<file path="src/rtl/nextbus_pkg.sv">
// Shared frame definitions for the nextbus serial link (sender and receiver).
// Holds payload width, receiver state encoding and line levels.
package nextbus_pkg;

  localparam int FRAME_DATA_BITS = 40;

  typedef enum logic [1:0] {
    S_IDLE   = 2'd0,
    S_DATA   = 2'd1,
    S_STOP   = 2'd2,
    S_RESYNC = 2'd3
  } rx_state_t;

  localparam logic LVL_IDLE  = 1'b0;
  localparam logic LVL_START = 1'b1;
  localparam logic LVL_STOP  = 1'b0;

endpackage

</file>
<file path="src/rtl/bit_sync.sv">
// Two-flop synchronizer for a single bit; flops clear to 0 on synchronous reset.
module bit_sync (
  input  logic clk,
  input  logic rst_n,
  input  logic d,
  output logic q
);

  logic meta;

  always_ff @(posedge clk) begin
    if (!rst_n) begin
      meta <= 1'b0;
      q    <= 1'b0;
    end else begin
      meta <= d;
      q    <= meta;
    end
  end

endmodule

</file>
<file path="src/rtl/receiver.sv">
// Serial frame receiver: start bit, LSB-first payload, stop bit, ready/valid output.
// Define RECEIVER_SYNC_EN to pass sin through a 2-flop synchronizer first.
//   state  | meaning
//   IDLE   | line idle, waiting for a start bit
//   DATA   | shifting in payload bits
//   STOP   | checking the stop bit
//   RESYNC | bad stop seen, waiting for the line to drop low
module receiver
  import nextbus_pkg::*;
#(
  parameter int DATA_WIDTH = FRAME_DATA_BITS
) (
  input  logic                  clk,
  input  logic                  rst_n,
  input  logic                  sin,
  output logic [DATA_WIDTH-1:0] out_data,
  output logic                  out_valid,
  input  logic                  out_ready,
  output logic                  frame_err,
  output logic                  overrun
);

  localparam int               CNT_W    = $clog2(DATA_WIDTH + 1);
  localparam logic [CNT_W-1:0] CNT_LAST = CNT_W'(DATA_WIDTH - 1);

  logic                  sample;
  rx_state_t             state, state_next;
  logic [CNT_W-1:0]      cnt;
  logic [DATA_WIDTH-1:0] shreg;
  logic                  shift_en, cnt_clr, good_frame, bad_stop;

`ifdef RECEIVER_SYNC_EN
  bit_sync u_bit_sync (
    .clk   (clk),
    .rst_n (rst_n),
    .d     (sin),
    .q     (sample)
  );
`else
  assign sample = sin;
`endif

  always_ff @(posedge clk) begin
    if (!rst_n) state <= S_IDLE;
    else        state <= state_next;
  end

  always_comb begin
    state_next = state;
    shift_en   = 1'b0;
    cnt_clr    = 1'b0;
    good_frame = 1'b0;
    bad_stop   = 1'b0;
    case (state)
      S_IDLE: begin
        if (sample == LVL_START) begin
          state_next = S_DATA;
          cnt_clr    = 1'b1;
        end
      end
      S_DATA: begin
        shift_en = 1'b1;
        if (cnt == CNT_LAST) state_next = S_STOP;
      end
      S_STOP: begin
        if (sample == LVL_STOP) begin
          good_frame = 1'b1;
          state_next = S_IDLE;
        end else begin
          bad_stop   = 1'b1;
          state_next = S_RESYNC;
        end
      end
      S_RESYNC: begin
        if (sample == LVL_IDLE) state_next = S_IDLE;
      end
      default: state_next = S_IDLE;
    endcase
  end

  always_ff @(posedge clk) begin
    if (!rst_n) begin
      cnt       <= '0;
      shreg     <= '0;
      out_data  <= '0;
      out_valid <= 1'b0;
      frame_err <= 1'b0;
      overrun   <= 1'b0;
    end else begin
      frame_err <= bad_stop;
      overrun   <= good_frame && out_valid && !out_ready;
      if (cnt_clr)       cnt <= '0;
      else if (shift_en) cnt <= cnt + CNT_W'(1);
      if (shift_en) shreg <= {sample, shreg[DATA_WIDTH-1:1]};
      // a consume in the same cycle frees the holding register for the new frame
      if (good_frame && (!out_valid || out_ready)) begin
        out_data  <= shreg;
        out_valid <= 1'b1;
      end else if (out_valid && out_ready) begin
        out_valid <= 1'b0;
      end
    end
  end

endmodule

</file>
<file path="config.mk">
export PLATFORM = sky130hd
export DESIGN_NAME = receiver
export DESIGN_NICKNAME = d
export VERILOG_FILES = /design/src/rtl/nextbus_pkg.sv /design/src/rtl/bit_sync.sv /design/src/rtl/receiver.sv
export SDC_FILE = /design/constraint.sdc
export NUM_CORES = 1
export LEC_CHECK = 0
export ABC_AREA = 1
export CAP_MARGIN = 20
export CORE_UTILIZATION = 58
export CTS_CLUSTER_SIZE = 25
export DETAILED_ROUTE_END_ITERATION = 10
export PLACE_DENSITY = 0.84
export SLEW_MARGIN = 20
export SYNTH_ARGS = -nofsm -noshare
export SYNTH_HDL_FRONTEND = slang
export SYNTH_SLANG_ARGS = --single-unit
export TNS_END_PERCENT = 20
</file>
<file path="constraint.sdc">
create_clock -name clk -period 2.4 [get_ports clk]
set_input_delay 0.24 -clock clk [delete_from_list [all_inputs] [get_ports clk]]
set_output_delay 0.24 -clock clk [all_outputs]
set_load 0.05 [all_outputs]
</file>
==> results of run 1 <==
[final timing paths]
kind,startpoint,endpoint,slack [ns],depth (start not counted)
hold reg to reg,shreg[0],shreg[0],0.46,2
hold / removal,rst_n,out_data[7],0.35,3
setup / recovery,out_data[20],out_data[20],0.64,1
setup reg to reg,state[1],shreg[29],0.83,5
[cell usage after synthesis]
cell,n,area [sq um]
a21oi_1,46,230
buf_1,3,11.3
buf_2,13,65.1
clkbuf_1,5,18.8
clkbuf_2,4,20.0
dfxtp_1,91,1820
ha_1,1,12.5
inv_1,47,176
inv_2,2,7.51
nand2_1,95,357
nand2_2,1,6.26
nand3_1,8,40.0
nand3b_4,1,20.0
nor2_1,89,334
nor2_4,1,11.3
nor3_1,1,5.00
o21ai_0,41,205
xor2_1,1,8.76
[metal layers]
metal / vias up / routed length [um]
met1: 1265 / 2870
li1: 1459 / -
met2: 43 / 2710
met3: 11 / 218
met5: - / 0
met4: 0 / 114
[area by class of cell]
cell class                      count  area share [%]
Multi-Input combinational cell    285            30.2
Tap cell                           72            2.21
Inverter                           49            4.51
Timing Repair Buffer               50            12.8
Sequential cell                    91            44.7
Clock inverter                      4            1.78
Clock buffer                       12            3.81
[registers in the layout, summed over array words and instances (netlist names)]
register / count
out_valid: 1
state: 2
out_data: 40
overrun: 1
cnt: 6
shreg: 40
frame_err: 1
[power by group through the flow]
stage                     sequential [W]  clock [W]  combinational [W]
after floorplan                  0.00161          0           0.000131
after global placement           0.00162          0           0.000157
after detailed placement         0.00162          0           0.000163
after CTS                        0.00159    0.00116           0.000166
after global routing             0.00159    0.00123           0.000192
final                            0.00159    0.00114           0.000165
[metrics by stage]
stage / instances / utilization [%]
global placement: 547 / 69.5
global route: 563 / 73.6
CTS: 563 / 73.6
floorplan: 450 / -
finish: 563 / 73.6
detailed placement: 547 / 69.5
[cell families (layout without fill, tap and decap cells)]
family | Yosys count | after routing | synth area share [%]
DFF | 91 | 91 | 54.4
xor gates and xnor gates | 1 | 1 | 0.261
AOI/OAI and AO/OA | 87 | 87 | 13.0
and+or+nand+nor | 196 | 196 | 23.1
adders and majority gates | 1 | 1 | 0.373
buffers and inverters | 74 | 115 | 8.92
==> results.py, run 1 <==
metrics = {
    "status": {
        "status": "finished, final reports clean",
    },
    "detailed_routing": {
        "ant_nets": 0,
        "routed_wl_um": 5910,
        "drc": 0,
        "drtIter0Drc": 164,
        "vias": 2778,
        "wl_per_cell_um": 10.5,
        "viasPerCell": 4.93,
        "first_pass_iters": 4,
    },
    "layout": {
        "drive_gt1_share_pct": 5.09,
        "diodes": 0,
        "register_area_sq_um": 1820,
        "area_delta_synth_final_pct": 21.7,
        "nNetsFinal": 491,
        "fin_area_sq_um": 4080,
        "fill_cells": 456,
        "final_cell_mix": "nand2_1 (95), dfxtp_1 (91), nor2_1 (89)",
        "multi_input_area_sq_um": 1230,
        "final_common_cell": "nand2_1",
    },
    "power_and_ir_drop": {
        "finalPower_w": 0.00289,
        "powerDensity_nw_per_um2": 709,
        "p_leak_nw": 1.57,
        "p_clk_share_pct": 39.4,
        "sequentialPowerShare_pct": 54.9,
        "combPwrFrac_pct": 5.7,
        "max-vdd-ir-drop_uv": 423,
        "p_int_w": 0.00226,
        "switching_share_pct": 21.8,
        "p_sw_w": 0.000629,
    },
    "placed_design": {
        "gp_congestion": 0.781,
        "dpl_cell_area_sq_um": 3850,
        "dp_hpwl_um": 3660,
        "dp_slack_ns": 0.730,
        "io_buffer_count": 46,
    },
    "clocking": {
        "htree_levels": 3,
        "cts_hold_buf": 0,
        "ctsLongestPathBuffers": 2,
        "clock_latency_ns": 0.35,
        "cts_tree": "done",
        "cts_resized": 0,
        "clkTransAtPathRegs_ns": 0.08,
        "clockRootBuffer": "clkbuf_8",
        "post_cts_buffers": 0,
        "cts_buffers": 9,
        "cts.sinks": 91,
    },
    "logic_synthesis": {
        "ys_seq_area_share_pct": 54.4,
        "syn_nets": 455,
        "avgSynthCellArea_sq_um": 7.45,
        "synthCells": 450,
        "yosysUniqueCellTypes": 18,
        "synth_seq_cells": 91,
        "yosys_warnings": 0,
        "syn_area_sq_um": 3350,
    },
    "global_routing": {
        "grt_pass1_wl_um": 10200,
        "met1_usage_pct": 24.9,
        "grt_max_degree": 81,
        "grt_pass1_vias": 2468,
        "top_usage_layer": "met2",
        "met2_usage_pct": 37.0,
        "grt_antenna_before_repair": 0,
        "grt_overflow_total": 0,
        "gr-usage-met3_pct": 5.53,
        "grt_use_total_pct": 21.3,
    },
    "worst_setup_path": {
        "cp_data_required_time_ns": 2.16,
        "crit_family": "buffers and inverters",
        "path_buf_inv": 1,
        "slowest_stage": "clkdlybuf4s50_1",
        "cp-end-kind": "output pin",
        "arrival_ns": 1.52,
        "crit_type": "register to output pin",
        "startpoint_type": "register",
        "path_cells": "clkdlybuf4s50_1",
        "cp_max_fo": 2,
        "max_stage_delay_ns": 0.81,
    },
    "timing": {
        "fin_setup_tns_ns": 0,
        "hold_viol": 0,
        "setup_viol": 0,
        "fin_skew_ns": 0.0100,
        "report.final.slew_viol_count": 0,
        "max_freq_ghz": 0.568,
        "fin_crit_sh_pct": 73.3,
        "post-route-min-period_ns": 1.76,
        "rsz0062_at_grt": "false",
        "hold_slack_ns": 0.355,
        "relSlewSlack_pct": 60.3,
        "setup_ws_ns": 0.640,
        "tightestPinTransition_ns": 0.593,
    },
    "job": {
        "max_cap_violations": 0,
    },
    "floorplan": {
        "row_count": 27,
        "core_sq_um": 5540,
        "start_util_pct": 60.5,
        "die_y_um": 78.0,
        "die_width_um": 78.0,
        "die_area_sq_um": 6080,
        "io-pin-count": 47,
    },
    "hold_path": {
        "min_path_type": "input port to register",
    },
}
Note: power is estimated with default switching activity, not from simulation.
==> run 2: changes to the inputs <==
Settings changed: CORE_UTILIZATION 58 to 53, PLACE_DENSITY 0.84 to 0.78.
Clock period 2.4 ns to 1.65 ns, I/O delays scaled along.
==> results.py, run 2 (synthesis results as in run 1) <==
metrics = {
    "layout": {
        "final_cell_mix": "nand2_1 (95), dfxtp_1 (91), nor2_1 (89)",
        "diodes": 0,
        "area_delta_synth_final_pct": 21.9,
        "final_common_cell": "nand2_1",
        "drive_gt1_share_pct": 7.47,
        "top_regs": "out_data x40, shreg x40, cnt x6",
        "nNetsFinal": 495,
    },
    "power_and_ir_drop": {
        "p_sw_w": 0.000957,
        "p_int_w": 0.00336,
        "p_leak_nw": 1.82,
        "powerDensity_nw_per_um2": 1060,
        "p_clk_share_pct": 40.9,
        "combPwrFrac_pct": 5.6,
        "max-vdd-ir-drop_uv": 613,
        "finalPower_w": 0.00432,
        "switching_share_pct": 22.2,
        "sequentialPowerShare_pct": 53.5,
    },
    "clocking": {
        "cts_buffers": 9,
        "clkTransAtPathRegs_ns": 0.09,
        "clock_latency_ns": 0.35,
        "cts.sinks": 91,
        "ctsLongestPathBuffers": 2,
        "cts_tree": "done",
        "cts_hold_buf": 0,
        "htree_levels": 3,
        "clockRootBuffer": "clkbuf_8",
        "post_cts_buffers": 0,
    },
    "status": {
        "status": "finished, final reports clean",
    },
    "timing": {
        "relSlewSlack_pct": 66.7,
        "report.final.slew_viol_count": 0,
        "setup_viol": 0,
        "rsz0062_at_grt": "false",
        "hold_viol": 0,
        "post-route-min-period_ns": 1.62,
        "max_freq_ghz": 0.617,
        "fin_skew_ns": 0.0109,
        "fin_setup_tns_ns": 0,
        "tightestPinTransition_ns": 0.499,
        "fin_crit_sh_pct": 98.2,
    },
    "floorplan": {
        "die_width_um": 81.5,
        "row_count": 28,
        "io-pin-count": 47,
        "die_area_sq_um": 6640,
        "core_sq_um": 6030,
        "die_y_um": 81.5,
        "start_util_pct": 55.6,
    },
    "detailed_routing": {
        "first_pass_iters": 4,
        "drc": 0,
        "ant_nets": 0,
        "vias": 2732,
        "drtIter0Drc": 127,
        "viasPerCell": 4.79,
        "wl_per_cell_um": 10.5,
        "routed_wl_um": 5960,
    },
    "worst_setup_path": {
        "cp_max_fo": 1,
        "crit_type": "register to output pin",
        "max_stage_delay_ns": 0.79,
        "path_buf_inv": 1,
        "cp_data_required_time_ns": 1.48,
        "crit_family": "buffers and inverters",
        "arrival_ns": 1.45,
        "path_cells": "clkdlybuf4s50_1",
        "startpoint_type": "register",
        "cp-end-kind": "output pin",
        "slowest_stage": "clkdlybuf4s50_1",
    },
    "placed_design": {
        "io_buffer_count": 46,
        "dp_hpwl_um": 3870,
        "gp_congestion": 0.754,
    },
    "global_routing": {
        "grt_pass1_vias": 2325,
        "grt_overflow_total": 0,
        "grt_max_degree": 83,
        "grt_antenna_before_repair": 0,
        "grt_pass1_wl_um": 9940,
        "grt_use_total_pct": 19.3,
    },
    "hold_path": {
        "min_path_type": "input port to register",
    },
    "job": {
        "max_cap_violations": 0,
    },
}
## run 2: what timing repair did
action	4_1_cts	5_1_grt
gates resized for setup	32	3
endpoints found under the hold margin	0	0
endpoints found under the setup margin	32	3
## run 2: worst paths after layout
path                            startpoint      endpoint  slack, ns  cells after the start
worst max register to register    state[1]  out_data[33]       0.34                      6
worst min register to register    shreg[0]      shreg[0]       0.46                      2
worst max-delay path             frame_err     frame_err       0.03                      1
worst min-delay path                 rst_n  out_data[28]       0.27                      3
## run 2: stage by stage
step           hold slack [ns]  cell area, sq um  worst slack, ns  cells  util, %
2_1_floorplan            0.307              3350            0.282    450        -
3_3_place_gp             0.443              3880            0.184    554     64.3
5_1_grt                  0.273              4090         0.000818    570     67.8
6_report                 0.266              4090           0.0303    570     67.8
4_1_cts                  0.247              4080          0.00149    570     67.7
3_5_place_dp             0.446              3880            0.109    554     64.3
## run 2: cell type report
cell class,instances,area (sq um)
multi-input combinational,285,1230
clock inverter,7,116
sequential,91,1820
inverter,49,184
tap,75,93.8
timing repair buffer,54,515
fill,537,1940
clock buffer,9,124
## run 2: layer usage
| layer | part of all wire (%) | GRT usage [%] | vias to the layer above |
|---|---|---|---|
| met2 | 47 | 32.3 | 35 |
| met5 | 0 | 0 | - |
| met1 | 49 | 23.9 | 1218 |
| li1 | - | - | 1470 |
| met4 | 1.6 | 8.57 | 0 |
| met3 | 2.8 | 4.00 | 9 |
## run 2: power groups by stage
stage | combinational (W) | sequential, W | clock [W]
after floorplan | 0.000190 | 0.00235 | 0
after global placement | 0.000234 | 0.00235 | 0
after CTS | 0.000244 | 0.00231 | 0.00180
final | 0.000242 | 0.00231 | 0.00177
after global routing | 0.000282 | 0.00232 | 0.00188
after detailed placement | 0.000241 | 0.00236 | 0
==> edit 1: new RTL, settings of run 2 <==
The option `RECEIVER_SYNC_EN` is turned on by a define.
--- a/src/rtl/receiver.sv
+++ b/src/rtl/receiver.sv
@@ -5,6 +5,8 @@
 //   DATA   | shifting in payload bits
 //   STOP   | checking the stop bit
 //   RESYNC | bad stop seen, waiting for the line to drop low
+`define RECEIVER_SYNC_EN
+
 module receiver
   import nextbus_pkg::*;
 #(
Check against the original RTL: no difference found for any inputs over 10 cycles, from zero or initial values and one cycle with rst_n low; that may be too few to reach the edited logic, so the function may still have changed.
==> edit 1 against run 2 <==
Non-clock buffer count decreased by 4. Power up 1.6%. Area after synthesis up 3.2%. Combinational power shrank 18%. Clock power grew 5%. Wire length is 4.1% lower. Sequential cell count increased by 2. Final area up 0.49%. First-iteration DRC count is 24% higher. Setup slack improved by 0.21 ns. Largest power group unchanged.
==> edit 1: results (changes against run 2) <==
outcome:
  status: "finished clean"
logic_synthesis:
  synth_nets: 459  # +0.88%
  syn_area_per_cell_sq_um: 7.61  # +2.3%
  yosys-top-cells-count: "nand2_1, dfxtp_1, nor2_1, inv_1, a21oi_1"
  synth_cell_type_count: 23  # +5
worst_hold_path:
  min_path_cells: 4  # +1
  hold_end: "out_data[16]"
sta:
  worst_pin_slew_ns: 0.501  # +0.00164 ns
  holdWs_ns: 0.284  # +0.0178 ns
power:
  cellLeakagePower_nw: 1.78  # -2.5%
  p_switching_w: 0.000921  # -3.8%
  irDropWorstVdd_v: 0.000575  # -6.1%
  p_int_w: 0.00346  # +3.1%
detailed_routing:
  post_drt_wl_per_cell_microns: 10.0  # -4.3%
  wl_met1_microns: 2820  # -2.6%
  dr_wl_met2_microns: 2530  # -9.3%
finish:
  layout-drive-gt1-share_pct: 6.68  # -0.79 points
setup_path:
  r2r_cells: 5  # -1
  r2r_setup_slack_ns: 0.39  # +0.05 ns
  cp-endpoint: "out_data[10]"
  critPathSlowestCell: "dlygate4sd2_1"
  path_max_fanout: 2  # +1
  cpPeakStageDelay_ns: 0.54  # -0.25 ns
place:
  placed_area_sq_um: 3890  # +0.29%
  placed_cells: 555  # +0.18%
  dp_hpwl_microns: 3510  # -9.3%
  routabilityCongestion: 0.732  # -3.0%
  place_ws_ns: 0.227  # +0.119 ns
global_route:
  grt_pass1_wl_microns: 9240  # -7.1%
-- edit 1: logic make-up (layout without fill, tap and decap cells) --
kind of cell | Yosys count | after routing | share of synthesized area, %
buf+inv | 76 | 116 | 10.4
fa+ha+maj | 1 | 1 | 0.362
flops | 93 | 93 | 53.9
simple gates | 195 | 195 | 22.4
xor+xnor | 1 | 1 | 0.253
compound gates | 88 | 88 | 12.7
-- edit 1: cell type report --
cell class / count / area, sq um
fill: 545 / 2210
clock buffer: 11 / 151
tap: 77 / 96.3
multi-input combinational: 285 / 1240
sequential: 93 / 1860
clock inverter: 5 / 106
inverter: 50 / 188
timing repair buffer: 50 / 464
-- edit 1: timing repair --
| item | CTS | global route |
|---|---|---|
| setup buffers | 0 | 0 |
| resized for setup | 35 | 1 |
| pin swaps | 0 | 0 |
| endpoints found under the setup margin | 35 | 1 |
-- edit 1: metal layers --
layer / track usage (%) / up-vias
li1: - / 1466
met4: 11.0 / 0
met5: 0 / -
met3: 4.18 / 11
met2: 29.3 / 42
met1: 21.3 / 1169
==> edit 2: new RTL, config.mk and constraints of run 2 <==
Made on the original files. The output `overrun` loses its register stage (`overrun` becomes a continuous assignment).
--- a/src/rtl/receiver.sv
+++ b/src/rtl/receiver.sv
@@ -85,10 +85,8 @@
       out_data  <= '0;
       out_valid <= 1'b0;
       frame_err <= 1'b0;
-      overrun   <= 1'b0;
     end else begin
       frame_err <= bad_stop;
-      overrun   <= good_frame && out_valid && !out_ready;
       if (cnt_clr)       cnt <= '0;
       else if (shift_en) cnt <= cnt + CNT_W'(1);
       if (shift_en) shreg <= {sample, shreg[DATA_WIDTH-1:1]};
@@ -102,5 +100,7 @@
     end
   end
 
+  assign overrun = good_frame && out_valid && !out_ready;
+
 endmodule
 
Check against the original RTL: same outputs for any inputs over 10 cycles, from zero or initial values and one cycle with rst_n low; that may be too few to reach the edited logic, so the function may still have changed.
==> edit 2 against run 2 <==
Hold slack improved by 0.040 ns. Setup slack improved by 0.12 ns. Register-to-register slack improved by 0.08 ns. Power decreased by 12%. Sequential cell count is 1 lower. Area after synthesis rose by 0.67%. Critical path depth grew 4. Critical path type unchanged. First-iteration DRC count is 27% lower. Final area is 2.2% lower. Highest routed layer unchanged. Wire length decreased by 5.8%. Largest cell class unchanged.
==> edit 2: results (changes against run 2) <==
logic_synthesis:
  synth_area_leaders: "dfxtp_1, nand2_1, nor2_1"
  synth_cell_type_count: 20  # +2
  yosys-top-cells-count: "nand2_1, dfxtp_1, nor2_1, inv_1, a21oi_1"
  seq_area_frac_synth_pct: 53.4  # -0.96 points
  synth_nets: 453  # -0.44%
  ys_warn_count: 0  # unchanged
setup_path:
  r2r_cells: 6  # unchanged
  arrival_ns: 1.34  # -0.11 ns
  cpPeakStageDelay_ns: 0.34  # -0.45 ns
  path_max_fanout: 2  # +1
  critPathSlowestCell: "dfxtp_1"
  critical_path.top_delay_family: "simple AND/OR/NAND/NOR gates"
detailed_routing:
  vias: 2704  # -1.0%
  dr_wl_met2_microns: 2630  # -5.7%
  firstDrtPassIters: 4  # unchanged
  wl_met1_microns: 2700  # -6.8%
  drt_iter0_drc: 93  # -27%
  post_drt_wl_per_cell_microns: 9.89  # -5.3%
  met3_length_microns: 166  # +0.61%
  highest_layer: "met4"
global_route:
  grt_max_degree: 88  # +6.0%
  antenna_found_initial: 0  # unchanged
  grt_usage_pct: 18.8  # -0.47 points
  grt_pass1_vias: 2333  # +0.34%
  grt_pass1_wl_microns: 9790  # -1.5%
clock_network:
  cts_buffer_depth: 2  # unchanged
  clk_pin_slew_ns: 0.08
  htreeDepth: 3  # unchanged
  clock-root-buffer: "clkbuf_8"
  numCtsBuffers: 9  # unchanged
  clock_latency_ns: 0.35  # about the same
  post_cts_buffers: 0  # unchanged
place:
  routabilityCongestion: 0.743  # -1.6%
  dp_hpwl_microns: 3690  # -4.8%
power:
  irDropWorstVdd_v: 0.000499  # -19%
  cellLeakagePower_nw: 1.76  # -3.5%
sta:
  worst_pin_slew_ns: 0.497  # -0.00160 ns
  fin_skew_ns: 0.00789  # -0.00305 ns
worst_hold_path:
  hp-class: "primary input to flop"
  min_path_cells: 4  # +1
finish:
  insertedDiodeCount: 0  # unchanged
  nets: 492  # -0.61%
  layout-drive-gt1-share_pct: 6.91  # -0.56 points
  reg.largest.list: "out_data x40, shreg x40, cnt x6"
outcome:
  status: "finished clean"
## edit 2: worst paths after layout
check            start           end  slack [ns]
max          out_valid       overrun        0.15
min              rst_n  out_data[14]        0.31
max reg2reg   state[1]  out_data[17]        0.42
min reg2reg   shreg[0]      shreg[0]        0.46
## edit 2: timing repair
action	CTS	global route
hold buffers	0	0
gates cloned	0	0
endpoints found under the setup margin	38	1
gates resized for setup	38	1
pin swaps	0	0
endpoints found under the hold margin	0	0
## edit 2: metrics by stage
stage	utilization, %	setup slack [ns]	hold slack, ns	instance area (sq um)	instances
global route	66.3	0.0287	0.321	4000	567
floorplan	-	0.0672	0.296	3380	448
global placement	64.2	0.228	0.444	3870	551
finish	66.3	0.147	0.306	4000	567
detailed placement	64.2	0.196	0.446	3870	551
CTS	66.3	0.00223	0.294	3990	567
## edit 2: kinds of logic (layout without fill, tap and decap cells)
family,after synthesis,count (layout),synth area share (%)
simple gates,197,197,23.1
flops,90,90,53.4
compound gates,86,86,12.8
buf+inv,73,117,10.1
fa+ha+maj,1,1,0.371
xor+xnor,1,1,0.260
## edit 2: routing by layer
metal  vias to the layer above  GRT usage, %
met2                        36          32.6
met1                      1197          22.3
met3                        11          3.67
met4                         0          8.95
met5                         -             0
li1                       1460             -
## edit 2: final cells by class
cell class	count	area (sq um)
clock buffer	9	124
clock inverter	7	46.3
fill	556	2030
inverter	48	180
multi-input combinational	285	1230
sequential	90	1800
tap	75	93.8
timing repair buffer	53	515
## edit 2: report_power, final
group | internal [W] | total (W) | leakage (nW) | switching (W)
logic | 0.0000859 | 0.000237 | 0.944 | 0.000151
clock network | 0.000540 | 0.00128 | 0.0810 | 0.000740
registers | 0.00225 | 0.00228 | 0.733 | 0.0000368
total | 0.00287 | 0.00380 | 1.76 | 0.000928
